[src/rtl/hwpe_ctrl_reqrsp_target.sv]
// Register-file target for the reqrsp protocol.
// Requests decode a word index from the address. The index selects one of N_REGS
// byte-strobed registers, a read-only status word, or an unmapped hole. Every
// accepted request produces one response, and responses queue in a 2-entry FIFO.

// One read/write register with per-byte write enables.
module hwpe_ctrl_reqrsp_reg #(
  parameter int unsigned DW = 32
) (
  input  logic            clk_i,
  input  logic            rst_i,
  input  logic            clear_i,
  input  logic            we_i,
  input  logic [DW/8-1:0] strb_i,
  input  logic [DW-1:0]   data_i,
  output logic [DW-1:0]   q_o
);

  // Byte-granular update; clear wins over a write in the same cycle.
  always_ff @(posedge clk_i or posedge rst_i) begin
    if (rst_i) begin
      q_o <= '0;
    end else if (clear_i) begin
      q_o <= '0;
    end else if (we_i) begin
      for (int b = 0; b < DW/8; b++) begin
        if (strb_i[b]) q_o[b*8 +: 8] <= data_i[b*8 +: 8];
      end
    end
  end

endmodule

module hwpe_ctrl_reqrsp_target #(
  parameter int unsigned AW     = 32,
  parameter int unsigned DW     = 32,
  parameter int unsigned N_REGS = 8
) (
  input  logic               clk_i,
  input  logic               rst_i,
  input  logic               clear_i,
  input  logic [AW-1:0]      q_addr_i,
  input  logic               q_write_i,
  input  logic [DW/8-1:0]    q_strb_i,
  input  logic [DW-1:0]      q_data_i,
  input  logic               q_valid_i,
  output logic               q_ready_o,
  output logic [DW-1:0]      p_data_o,
  output logic               p_valid_o,
  input  logic               p_ready_i,
  output logic [N_REGS*DW-1:0] regs_o,
  input  logic [DW-1:0]      status_i
);

  // The index field is wide enough to also encode the status slot at N_REGS.
  localparam int unsigned IW = $clog2(N_REGS + 1);
  localparam int unsigned SW = DW / 8;

  typedef struct packed {
    logic          write;
    logic [IW-1:0] idx;
    logic [SW-1:0] strb;
    logic [DW-1:0] data;
  } req_t;

  req_t                         req;
  logic                         push, pop;
  logic [DW-1:0]                rd_data, rsp_data;
  logic [N_REGS-1:0]            reg_we;
  logic [N_REGS-1:0][DW-1:0]    regs;
  logic [1:0][DW-1:0]           fifo_mem;
  logic                         wr_ptr, rd_ptr;
  logic [1:0]                   count;
  logic                         addr_unused;

  // Byte-offset bits and the bits above the index field do not take part in decode.
  assign addr_unused = ^q_addr_i;

  // Gather the request fields into a single bundle.
  always_comb begin
    req       = '0;
    req.write = q_write_i;
    req.idx   = q_addr_i[2 +: IW];
    req.strb  = q_strb_i;
    req.data  = q_data_i;
  end

  // The handshake depends only on FIFO occupancy. Clear suppresses any push or pop.
  assign q_ready_o = (count != 2'd2);
  assign p_valid_o = (count != 2'd0);
  assign p_data_o  = fifo_mem[rd_ptr];
  assign push      = q_valid_i & q_ready_o & ~clear_i;
  assign pop       = p_valid_o & p_ready_i & ~clear_i;

  // Read mux, sampled at acceptance. The status word is read-only, and unmapped indices read as zero.
  always_comb begin
    rd_data = '0;
    if (req.idx == IW'(N_REGS)) rd_data = status_i;
    for (int k = 0; k < N_REGS; k++) begin
      if (req.idx == IW'(k)) rd_data = regs[k];
    end
  end

  // A write's response carries no data.
  assign rsp_data = req.write ? '0 : rd_data;

  // Per-register write enables. Status and unmapped indices match no register.
  always_comb begin
    reg_we = '0;
    for (int k = 0; k < N_REGS; k++) begin
      reg_we[k] = push & req.write & (req.idx == IW'(k));
    end
  end

  // Register array, one instance per index.
  for (genvar k = 0; k < N_REGS; k++) begin : g_reg
    hwpe_ctrl_reqrsp_reg #(.DW(DW)) i_reg (
      .clk_i   (clk_i),
      .rst_i   (rst_i),
      .clear_i (clear_i),
      .we_i    (reg_we[k]),
      .strb_i  (req.strb),
      .data_i  (req.data),
      .q_o     (regs[k])
    );
  end

  assign regs_o = regs;

  // Two-entry response ring. Push and pop together leave the count unchanged,
  // and the read pointer advancing onto the fresh entry keeps the order.
  always_ff @(posedge clk_i or posedge rst_i) begin
    if (rst_i) begin
      fifo_mem <= '0;
      wr_ptr   <= 1'b0;
      rd_ptr   <= 1'b0;
      count    <= 2'd0;
    end else if (clear_i) begin
      fifo_mem <= '0;
      wr_ptr   <= 1'b0;
      rd_ptr   <= 1'b0;
      count    <= 2'd0;
    end else begin
      if (push) begin
        fifo_mem[wr_ptr] <= rsp_data;
        wr_ptr           <= ~wr_ptr;
      end
      if (pop) rd_ptr <= ~rd_ptr;
      case ({push, pop})
        2'b10:   count <= count + 2'd1;
        2'b01:   count <= count - 2'd1;
        default: count <= count;
      endcase
    end
  end

endmodule

[config.mk]
export PLATFORM = sky130hd
export DESIGN_NAME = hwpe_ctrl_reqrsp_target
export DESIGN_NICKNAME = d
export VERILOG_FILES = /design/src/rtl/hwpe_ctrl_reqrsp_target.sv
export SDC_FILE = /design/constraint.sdc
export NUM_CORES = 1
export LEC_CHECK = 0
export BUFFER_PORTS_ARGS = -buffer_cell sky130_fd_sc_hd__buf_2
export CAP_MARGIN = 20
export CORE_MARGIN = 8
export CORE_UTILIZATION = 50
export CTS_CLUSTER_SIZE = 40
export DETAILED_ROUTE_END_ITERATION = 16
export GPL_ROUTABILITY_DRIVEN = 0
export HOLD_SLACK_MARGIN = 0.02
export PLACE_DENSITY = 0.83
export SKIP_CTS_REPAIR_TIMING = 1
export SYNTH_ARGS = -nofsm -noshare
export SYNTH_HDL_FRONTEND = slang
export SYNTH_SLANG_ARGS = --single-unit
[constraint.sdc]
create_clock -name clk_i -period 23.8 [get_ports clk_i]
set_input_delay 1.19 -clock clk_i [delete_from_list [all_inputs] [get_ports clk_i]]
set_output_delay 1.19 -clock clk_i [all_outputs]
set_load 0.02 [all_outputs]
=== Word level (Yosys, flattened, before mapping) ===
Cells that the tools add are included.

* Input bits: 106
* Output and inout bits: 290
* Word-level logic and storage cells: 162
* Register bits after elaboration: 324

* Magnitude comparators: 3
* Multiplexer cells: 43
* Equal/unequal tests: 11
* Reductions and logical operators: 50
* Add/subtract/negate cells: 2
* Bitwise operators: 16

{| class="wikitable"
|+ Operators with widths
! operator !! number
|-
| two-way mux 32 bit || 29
|-
| two-way mux 64 bit || 2
|-
| bitwise mux 64 bit || 1
|-
| AND reduction 2 bit || 32
|-
| demux 32 bit (select 1 bit) || 1
|-
| two-way mux 8 bit || 4
|-
| nonzero test 2 bit || 15
|-
| == test 4 x 3 -> 1 bit, second input constant || 4
|-
| AND 1 bit || 13
|-
| == test 4 x 2 -> 1 bit, second input constant || 2
|-
| == test 4 x 1 -> 1 bit, second input constant || 1
|-
| == test 4 bit, second input constant || 1
|-
| zero test 4 bit || 1
|-
| less-than comparator 1 x 2 -> 1 bit, second input constant || 2
|-
| two-way mux 1 bit || 4
|-
| case mux 2 bit (2 select lines) || 1
|-
| NOT 1 bit || 3
|-
| nonzero test 3 bit || 1
|-
| adder 2 x 1 -> 2 bit, second input constant || 1
|-
| == test 2 x 1 -> 1 bit, second input constant || 1
|-
| == test 2 bit, second input constant || 1
|-
| two-way mux 2 bit || 1
|-
| inequality test 2 bit, second input constant || 1
|-
| subtractor 2 x 1 -> 2 bit, second input constant || 1
|-
| other kinds (2) || 2
|}

=== Depth between registers and ports, before layout ===
Gate-level depths: netlist of run 1.

* Depth after elaboration: 14
* Mapped depth: 9
* Depth with buffers taken out: 5

=== Modules after synthesis ===
Synthesis of run 1 repeated with hierarchy kept, for this count alone.

* Cells, all modules: 1835
* Area total of the unflattened synthesis: 18949.4 µm²

{| class="wikitable"
|+ Modules (own cells, without submodules)
! module !! instances !! seq. area each (µm²) !! cells each !! area an instance (µm²)
|-
| hwpe_ctrl_reqrsp_reg || 8 || 800.8 || 147 || 1634.1
|-
| hwpe_ctrl_reqrsp_target || 1 || 1701.6 || 659 || 5876.9
|}

=== Worst setup path before layout of run 1 ===
OpenSTA, ideal clock, no wires.

* Path kind: input port to flip-flop
* Start point: input q_addr_i[4]
* End point: register g_reg[0].i_reg.q_o[24]
* Path slack: 21.127 ns
* Arrival: 2.548 ns
* Stages on the path: 6
* Data required time: 23.675 ns
* Buffers on the path: 2
* Library setup time: 0.125 ns
* Path through: buf_4 or2_1 clkbuf_1 nor3_4 a21oi_4 mux2_4

* Longest elaborated chain between the ends: 4

{| class="wikitable"
|+ RTL lines
! element !! RTL line !! source
|-
| start: declaration || 42 || <nowiki>input logic [AW-1:0] q_addr_i,</nowiki>
|-
| zero test 4 bit || 111 || <nowiki>reg_we[k] = push & req.write & (req.idx == IW'(k));</nowiki>
|-
| AND 1 bit || 111 ||
|-
| nonzero test 2 bit (no source line) || n/a ||
|-
| AND reduction 2 bit (no source line) || n/a ||
|-
| end signal: indexed assignment || 27 || <nowiki>if (strb_i[b]) q_o[b*8 +: 8] <= data_i[b*8 +: 8];</nowiki>
|-
| end: declaration || 16 || <nowiki>output logic [DW-1:0] q_o</nowiki>
|}

No other way between the ends.
A chain may end at the register's enable or synchronous reset.

=== Worst setup path in the final report of run 1 ===
* Start point: input q_addr_i[3]
* End point: register fifo_mem[35] in the netlist's numbering

* Longest elaborated chain between the ends: 14
* Elaborated cells between the ends (all ways): 22
* Classes of those cells: 8 x eq/ne; 13 x mux; 1 x reduce/logical

{| class="wikitable"
|+ RTL lines
! element !! RTL line !! source
|-
| == test 4 bit || 98 || <nowiki>if (req.idx == IW'(N_REGS)) rd_data = status_i;</nowiki>
|-
| two-way mux 32 bit || 98 ||
|-
| two-way mux 32 bit (7 in series) || 100 || <nowiki>if (req.idx == IW'(k)) rd_data = regs[k];</nowiki>
|-
| two-way mux 32 bit (*) || 100 ||
|-
| two-way mux 32 bit (*) || 105 || <nowiki>assign rsp_data = req.write ? '0 : rd_data;</nowiki>
|-
| bitwise mux 64 bit (*) || 145 || <nowiki>fifo_mem[wr_ptr] <= rsp_data;</nowiki>
|-
| two-way mux 64 bit (*) || 144 || <nowiki>if (push) begin</nowiki>
|-
| two-way mux 64 bit (*) || 138 || <nowiki>end else if (clear_i) begin</nowiki>
|-
| end signal: indexed assignment || 145 ||
|-
| end: declaration || 71 || <nowiki>logic [1:0][DW-1:0] fifo_mem;</nowiki>
|}

Every way passes the cells marked *; elsewhere a longest branch is shown, timed or not. The select of a mux whose other input is x is not followed.

==> results.txt, run 1 <==
Tot Pwr - 1.51 mW
Vias - 14,800
Synth top area share - 46.8%
Fin nets - 1,901
IO Port Bufs - 367
Clock transition at the registers of the reported paths - 0.06 ns
Critical setup path kind - in -> reg
GRT overflow - 0
Final Hold Viols - 0
Top post-synthesis cells by area - dfrtp_1 (47%), mux2_2 (18%), a32oi_1 (3.1%)
Vias in the first global route - 15,200
DP Wirelength - 39,700 um
CP max stage cell - buf_4
H-tree levels - 2
Syn Inst Count - 1,499
Die area - 40,900 um^2
Die Width - 202 um
Status - completed
Highest clock rate - 253 MHz
Worst-path fanout max - 92
Routed len/inst - 27.3 um
First-pass GRT wire length - 93,800 um
Final period utilization - 16.6%
Fin. max-slew vios - 0
Initial antenna violation count - 3
DRC viols - 0
P_sw - 0.456 mW
Critical Path, Cell by Cell - buf_4 -> buf_4 -> and4b_2 -> buf_4 -> a21oi_1 -> a32oi_1 -> o21ai_0
Count leader, synth - dfrtp_1
Required time worst endpoint - 24.18 ns
Internal power - 1.05 mW
Synth Cell Area - 17,300 um^2
FP Rows - 68
Core area - 34,300 um^2
Hold Path Stages - 2
Worst setup EP type - flip-flop
Data arrival time of the worst path - 4.33 ns
Slowest cell delay on critical path - 0.84 ns
GRT Total Usage - 29.3%
DRT antenna net count - 0
Clock sink count - 324
Power per cell area - 73.1 nW/um^2
Die Y - 202 um
Syn. warnings - 0
Routed wire length - 62,200 um
Top FF cell, synth - dfrtp_1
DR vias/cell - 6.51
CP Launch Type - primary input
Number of library cell types mapped by synthesis - 58
Setup_tns - 0 ns
Share of layout cells above drive strength 1 - 45.2%
Reg2reg start - count[0]
Worst reg-to-reg setup slack - 21.20 ns
FF-to-FF End - g_reg[2].i_reg.q_o[15]
Avg Cell Area, Syn - 11.6 um^2
Ys async rst share - 100%
Largest net degree at the start of global routing - 111
RSZ-0062 raised after global routing - no
Flop pwr share - 41.7%
Worst Hold End - fifo_mem[58]
R2R cell count - 5
Clk buf depth - 3
Sw frac - 30.2%
CTS Buf Count - 36
I/O pin count - 396
Post-synth EDFFs - 0
Worst-skew pair later-pin latency - 0.51 ns
Logic pwr share - 20.0%
Hold crit path type - reg -> reg
Starting density of the core - 50.5%
Starting DRT DRC Count - 1,478
Hold path start - fifo_mem[58]
DRT Pass-1 Iters - 6
Tightest Pin Transition - 1.10 ns
Area leader, netlist - dfrtp_1
Clock network power share - 38.2%
Setup Skew - 0.0222 ns
Layout area overhead - 19.3%
Final min period - 3.95 ns
Filler cell count in the final layout - 2,743
VDD IR-drop max - 58.5 uV
Synthesized Nets - 1,605
Root Driver - clkbuf_16
Static Leak - 9.43 nW
Max cap viols - 0
#FFs+latches synth - 324
TritonCTS clock tree - done
Register area share after synthesis - 46.8%
Headroom to the max-slew limit - 26.8%
Final setup fails - 0
List of most frequent post-synthesis cells - dfrtp_1 (324), mux2_2 (279), a21oi_1 (95)
Most frequent cell on the critical path - buf_4
==> layout by cell type (no fill, tap or decap), types with 9 or more instances in the layout <==
cell type,instances
a2bb2oi_1,40
a31oi_4,18
nor2_1,39
mux2_2,279
dfrtp_1,323
nand2b_1,9
o32a_1,31
a32oi_1,62
o211ai_1,55
clkbuf_16,37
or3b_2,32
a21oi_1,95
o22a_1,18
buf_4,23
inv_1,40
nor2b_1,78
a21oi_4,16
a221oi_1,27
buf_2,363
nand3_1,9
o21ai_1,35
nand2_1,34
o21ai_0,62
==> sequential cells by signal, indices dropped and copies added (netlist names) <==
name / flops
wr_ptr: 1
rd_ptr: 1
g.i_reg.q_o: 256
fifo_mem: 64
count: 2
==> cells by family (layout without fill, tap and decap cells) <==
| family | Yosys count | count (layout) | share of synthesized area [%] |
|---|---|---|---|
| DFF | 324 | 324 | 46.8 |
| and+or+nand+nor | 235 | 235 | 8.36 |
| buffers and inverters | 173 | 493 | 4.27 |
| muxes | 290 | 290 | 19.0 |
| other | 0 | 2 | 0 |
| AOI/OAI and AO/OA | 476 | 476 | 21.5 |
| xor gates and xnor gates | 1 | 1 | 0.0506 |
==> through the flow <==
stage / std cells / cell area [um^2] / worst slack [ns] / hold slack [ns] / utilization [%]
2_1_floorplan: 1499 / 17300 / 13.64 / 0.443 / -
3_3_place_gp: 2211 / 19400 / 19.45 / 0.456 / 56.6
3_5_place_dp: 2211 / 19400 / 19.43 / 0.468 / 56.6
4_1_cts: 2273 / 20600 / 19.95 / 0.481 / 60.2
5_1_grt: 2275 / 20700 / 19.71 / 0.499 / 60.3
6_report: 2276 / 20700 / 19.85 / 0.484 / 60.3
==> power groups by stage <==
stage          clock network, mW  logic (mW)  registers (mW)
6_report                   0.577       0.302           0.630
5_1_grt                    0.604       0.320           0.635
2_1_floorplan                  0       0.148           0.678
3_5_place_dp                   0       0.299           0.638
3_3_place_gp                   0       0.294           0.635
4_1_cts                    0.582       0.301           0.628
==> area by class of cell <==
type | count | area, um^2 | area share [%]
diodes | 2 | 5.00 | 0.0242
clock buffers | 45 | 996 | 4.82
clock inverters | 17 | 225 | 1.09
inverters | 42 | 165 | 0.799
multi-input cells | 1002 | 8550 | 41.4
flip-flops and latches | 324 | 8110 | 39.2
well taps | 455 | 569 | 2.76
repair buffers | 389 | 2040 | 9.87
==> worst max-delay path by stage <==
stage | cells after the start | to | startpoint
floorplan | 1 | count[0] | rst_i
global placement | 6 | g_reg[7].i_reg.q_o[21] | q_addr_i[3]
detailed placement | 7 | fifo_mem[44] | q_addr_i[3]
CTS | 7 | fifo_mem[31] | q_addr_i[3]
global route | 7 | fifo_mem[48] | q_addr_i[3]
finish | 7 | fifo_mem[35] | q_addr_i[3]
==> worst max-delay path, delay by kind of cell <==
kind / cells / cell delay [ns]
and+or+nand+nor: 1 / 0.65
AOI/OAI and AO/OA: 3 / 0.64
buffers and inverters: 3 / 1.77
==> layer usage <==
layer / track usage, % / routed length [um] / vias to the layer above
met5: 0 / 12 / -
li1: - / - / 6272
met1: 38.1 / 24800 / 7461
met4: 13.0 / 2800 / 2
met2: 46.3 / 28700 / 911
met3: 6.47 / 5880 / 175
Note: power is estimated with default switching activity, not from simulation.
==> run 2, diff against run 1 <==
- PLACE_DENSITY: 0.83 -> 0.86
- clock period: 23.8 -> 3.2 ns (I/O delays scaled with it)
==> results.txt, run 2 (synthesized netlist as in run 1, its figures left out) <==
Most common cell after layout, fill and taps aside - buf_2 (unchanged)
CP Launch Type - flip-flop (was primary input)
DP Wirelength - 42,800 um (was 39,700 um)
DRC viols - 0 (unchanged)
Starting DRT DRC Count - 1,253 (was 1,478)
GRT Total Usage - 30.1% (was 29.3%)
VDD IR-drop max - 399 uV (was 58.5 uV)
Final period utilization - 80.8%
Setup_tns - 0 ns (unchanged)
IO Port Bufs - 367 (unchanged)
FF/Latch Area - 8110 um^2 (unchanged)
Worst setup EP type - flip-flop (unchanged)
Die Width - 202 um (unchanged)
Headroom to the max-slew limit - 33.0% (was 26.8%)
Filler cell count in the final layout - 2,704 (was 2,743)
CP max stage cell - and4_1 (was buf_4)
H-tree levels - 2 (unchanged)
Root Driver - clkbuf_16 (unchanged)
Tot Pwr - 11.3 mW (was 1.51 mW)
RSZ-0062 raised after global routing - no (unchanged)
Share of layout cells above drive strength 1 - 45.5% (was 45.2%)
Worst-path fanout max - 9 (was 92)
Largest registers - g.i_reg.q_o x256, fifo_mem x64, count x2 (unchanged)
Fin. max-slew vios - 0 (unchanged)
Max FFs per register - 256 (unchanged)
Post-layout util - 60.9% (was 60.3%)
Max cap viols - 0 (unchanged)
Routed len/inst - 27.9 um (was 27.3 um)
Clock transition at the registers of the reported paths - 0.06 ns (about the same)
First-pass GRT wire length - 96,200 um (was 93,800 um)
Final Hold Viols - 0 (unchanged)
Worst slack, placed - 0.656 ns (was 19.43 ns)
Power per cell area - 539 nW/um^2 (was 73.1 nW/um^2)
I/O pin count - 396 (unchanged)
DRT antenna net count - 0 (unchanged)
Clk buf depth - 3 (unchanged)
Highest clock rate - 387 MHz
Die area - 40,900 um^2 (unchanged)
Final WS setup - 0.616 ns (was 19.85 ns)
Worst reg-to-reg setup slack - 0.62 ns (was 21.20 ns)
Hold crit path type - in -> reg (was reg -> reg)
Family with the most delay on the worst path - simple AND/OR/NAND/NOR gates (was buffers and inverters)
Final setup fails - 0 (unchanged)
Final min period - 2.58 ns
Tightest Pin Transition - 1.01 ns (was 1.10 ns)
Largest net degree at the start of global routing - 92 (was 111)
FP Rows - 68 (unchanged)
CTS Buf Count - 37 (was 36)
Biggest register - g.i_reg.q_o (unchanged)
TritonCTS clock tree - done (unchanged)
Status - completed (unchanged)
DRT Pass-1 Iters - 5 (was 6)
Clock sink count - 324 (unchanged)
Starting density of the core - 50.5% (unchanged)
Critical setup path kind - reg -> reg (was in -> reg)
DR vias/cell - 6.63 (was 6.51)
Static Leak - 9.56 nW (was 9.43 nW)
Fin nets - 1,923 (was 1,901)
Layout area overhead - 20.6% (was 19.3%)
Worst-skew pair later-pin latency - 0.54 ns (was 0.51 ns)
Slowest cell delay on critical path - 0.77 ns (was 0.84 ns)
Vias - 15,200 (was 14,800)
Required time worst endpoint - 3.61 ns (was 24.18 ns)
Multi-input gate area - 8550 um^2 (about the same)
Routed wire length - 64,100 um (was 62,200 um)
Core area - 34,300 um^2 (unchanged)
Data arrival time of the worst path - 3.00 ns (was 4.33 ns)
Initial antenna violation count - 3 (unchanged)
Setup Skew - 0.0216 ns (was 0.0222 ns)
Die Y - 202 um (unchanged)
GRT overflow - 0 (unchanged)
Min Hold Slack - 0.0431 ns (was 0.484 ns)
Critical Path, Cell by Cell - and2b_4 -> inv_2 -> and4_1 -> a31oi_4 -> mux2_2 (was buf_4 -> buf_4 -> and4b_2 -> buf_4 -> a21oi_1 -> a32oi_1 -> o21ai_0)
Commonest non-fill, non-tap cells in the layout - buf_2 (363), dfrtp_1 (323), mux2_2 (279) (unchanged)
Vias in the first global route - 15,800 (was 15,200)
Bufs and invs on worst path - 1 (was 3)
## run 2: cell count changes in the layout (fill, tap and decap cells not counted), moves of 2 or more
cell           delta
clkbuf_8          +6
clkbuf_1          +5
clkinv_2          -4
buf_12            +8
dlygate4sd3_1     +2
bufinv_16         -4
buf_6             -2
clkbuf_16         +2
buf_4            +14
## run 2: area by class of cell
| cell class | count | share of cell area [%] |
|---|---|---|
| diodes | 1 | 0.0120 |
| clock inverters | 7 | 0.336 |
| multi-input cells | 1002 | 40.9 |
| flip-flops and latches | 324 | 38.8 |
| clock buffers | 58 | 5.49 |
| repair buffers | 410 | 10.9 |
| well taps | 455 | 2.73 |
| inverters | 42 | 0.773 |
## run 2: worst min-delay path, cell delays in order
cell,delay (ns)
buf_2,0.19
nand3_1,0.12
a21oi_1,0.06
## run 2: metrics by stage
step,std cells,instance area [um^2]
6_report,2299,20900
5_1_grt,2299,20900
4_1_cts,2296,20900
3_5_place_dp,2231,19600
3_3_place_gp,2231,19600
2_1_floorplan,1499,17300
## run 2: final timing paths
path                         startpoint                endpoint  depth (start not counted)
hold reg to reg            fifo_mem[26]            fifo_mem[26]                          2
hold / removal                q_valid_i                  wr_ptr                          3
setup / recovery               count[0]  g_reg[4].i_reg.q_o[12]                          5
setup reg to reg               count[0]  g_reg[4].i_reg.q_o[12]                          5
max in group asynchronous         rst_i  g_reg[0].i_reg.q_o[15]                          5
min in group asynchronous         rst_i   g_reg[6].i_reg.q_o[4]                          3
## run 2: where the power goes
group | internal, mW | leakage, nW | switching, mW
sequential | 4.41 | 4.24 | 0.268
combinational | 0.838 | 4.72 | 1.48
clock | 2.54 | 0.598 | 1.73
## run 2: layer usage
metal,wire length [um],global-route usage [%],vias up
li1,-,-,6313
met1,24700,38.1,7695
met2,29400,46.8,991
met3,6500,8.01,235
met4,3560,16.3,4
met5,30,0,-
==> run 3, diff against run 2 <==
- PLACE_DENSITY: 0.86 -> 0.83
- clock period: 3.2 -> 2.64 ns (I/O delays scaled with it)
==> results.txt, run 3 (synthesized netlist as in run 1, its figures left out) <==
Status - completed (unchanged)
Headroom to the max-slew limit - 31.5% (was 33.0%)
Fin nets - 1,938 (was 1,923)
Sw frac - 29.6% (was 30.8%)
Worst setup EP type - flip-flop (unchanged)
Die area - 40,900 um^2 (unchanged)
IO Port Bufs - 367 (unchanged)
Max cap viols - 0 (unchanged)
Largest net degree at the start of global routing - 63 (was 92)
Routed len/inst - 27.3 um (was 27.9 um)
RSZ-0062 raised after global routing - no (unchanged)
Logic pwr share - 20.0% (was 20.6%)
Post-layout util - 61.8% (was 60.9%)
Worst slack, placed - 0.126 ns (was 0.656 ns)
Clk buf depth - 3 (unchanged)
Root Driver - clkbuf_16 (unchanged)
Final Cell Area - 21,200 um^2 (was 20,900 um^2)
Power per cell area - 664 nW/um^2 (was 539 nW/um^2)
Worst-path fanout max - 9 (unchanged)
Largest registers - g.i_reg.q_o x256, fifo_mem x64, count x2 (unchanged)
Final WS setup - 0.111 ns (was 0.616 ns)
Core area - 34,300 um^2 (unchanged)
Tightest Pin Transition - 1.03 ns (was 1.01 ns)
Setup Skew - 0.0236 ns (was 0.0216 ns)
VDD IR-drop max - 539 uV (was 399 uV)
GRT Total Usage - 29.6% (was 30.1%)
Setup_tns - 0 ns (unchanged)
Tot Pwr - 14.1 mW (was 11.3 mW)
Biggest register - g.i_reg.q_o (unchanged)
Max FFs per register - 256 (unchanged)
Internal power - 9.90 mW (was 7.79 mW)
CP Launch Type - flip-flop (unchanged)
DP Area - 19,800 um^2 (was 19,600 um^2)
Most common cell after layout, fill and taps aside - buf_2 (unchanged)
DRT Pass-1 Iters - 5 (unchanged)
Flop pwr share - 40.4% (was 41.5%)
Min Hold Slack - 0.150 ns (was 0.0431 ns)
Initial antenna violation count - 1 (was 3)
Commonest non-fill, non-tap cells in the layout - buf_2 (363), dfrtp_1 (323), mux2_2 (279) (unchanged)
I/O pin count - 396 (unchanged)
Final setup fails - 0 (unchanged)
Final period utilization - 95.8% (was 80.8%)
DR vias/cell - 6.49 (was 6.63)
Layout area overhead - 22.4% (was 20.6%)
Share of layout cells above drive strength 1 - 46.2% (was 45.5%)
Die Y - 202 um (unchanged)
Highest clock rate - 395 MHz (was 387 MHz)
Routed wire length - 63,100 um (was 64,100 um)
Worst-skew pair later-pin latency - 0.52 ns (was 0.54 ns)
Critical setup path kind - reg -> reg (unchanged)
Clock network power share - 39.6% (was 37.9%)
Die Width - 202 um (unchanged)
FP Rows - 68 (unchanged)
Clock sink count - 324 (unchanged)
Starting DRT DRC Count - 967 (was 1,253)
Fin. max-slew vios - 0 (unchanged)
DRC viols - 0 (unchanged)
DRT antenna net count - 0 (unchanged)
Data arrival time of the worst path - 2.93 ns (was 3.00 ns)
First-pass GRT wire length - 94,900 um (was 96,200 um)
DP Wirelength - 42,800 um (about the same)
Final Hold Viols - 0 (unchanged)
Dpl cells - 2,245 (was 2,231)
GRT overflow - 0 (unchanged)
Final min period - 2.53 ns (was 2.58 ns)
Clock transition at the registers of the reported paths - 0.06 ns (about the same)
Required time worst endpoint - 3.04 ns (was 3.61 ns)
CTS Buf Count - 37 (unchanged)
Vias in the first global route - 15,700 (was 15,800)
Starting density of the core - 50.5% (unchanged)
Static Leak - 9.72 nW (was 9.56 nW)
Hold crit path type - in -> reg (unchanged)
H-tree levels - 2 (unchanged)
P_sw - 4.17 mW (was 3.47 mW)
Vias - 15,000 (was 15,200)
Fin cells - 2,314 (was 2,299)
TritonCTS clock tree - done (unchanged)
## run 3: layer usage
| layer | GRT usage (%) | part of all wire (%) | vias to the layer above |
|---|---|---|---|
| met5 | 0 | 0 | - |
| met2 | 47.4 | 47 | 900 |
| met4 | 14.6 | 5.2 | 0 |
| met1 | 37.4 | 39 | 7533 |
| li1 | - | - | 6360 |
| met3 | 6.76 | 8.9 | 221 |
## run 3: power groups by stage
stage,clock network (mW),registers [mW],logic (mW)
after floorplan,0,6.11,1.33
after global placement,0,5.72,2.73
after detailed placement,0,5.75,2.79
after CTS,5.62,5.67,2.81
after global routing,5.84,5.72,2.97
final,5.57,5.68,2.82
## run 3: worst max-delay path: stages (launching register included)
cell and delay [ns]:
dfrtp_1 0.41, and2b_4 0.24, inv_2 0.16, and4_1 0.79, a31oi_4 0.41, mux2_2 0.39
## run 3: layout make-up
class                           instances  area, um^2
Multi-Input combinational cell       1002        8550
Tap cell                              455         569
Inverter                               42         161
Clock buffer                           48        1060
Antenna cell                            1        2.50
Sequential cell                       324        8110
Fill cell                            2692       13100
Timing Repair Buffer                  425        2480
Clock inverter                         17         264
## run 3: path summary, 6_finish.rpt
| check | from | endpoint | slack (ns) | depth (start not counted) |
|---|---|---|---|---|
| worst min register to register | fifo_mem[26] | fifo_mem[26] | 0.47 | 2 |
| min in group asynchronous | rst_i | g_reg[6].i_reg.q_o[4] | 0.23 | 3 |
| worst min-delay path | status_i[8] | fifo_mem[40] | 0.15 | 4 |
| worst max register to register | count[0] | g_reg[2].i_reg.q_o[10] | 0.11 | 5 |
| max in group asynchronous | rst_i | g_reg[5].i_reg.q_o[19] | 1.52 | 5 |
| worst max-delay path | count[0] | g_reg[2].i_reg.q_o[10] | 0.11 | 5 |
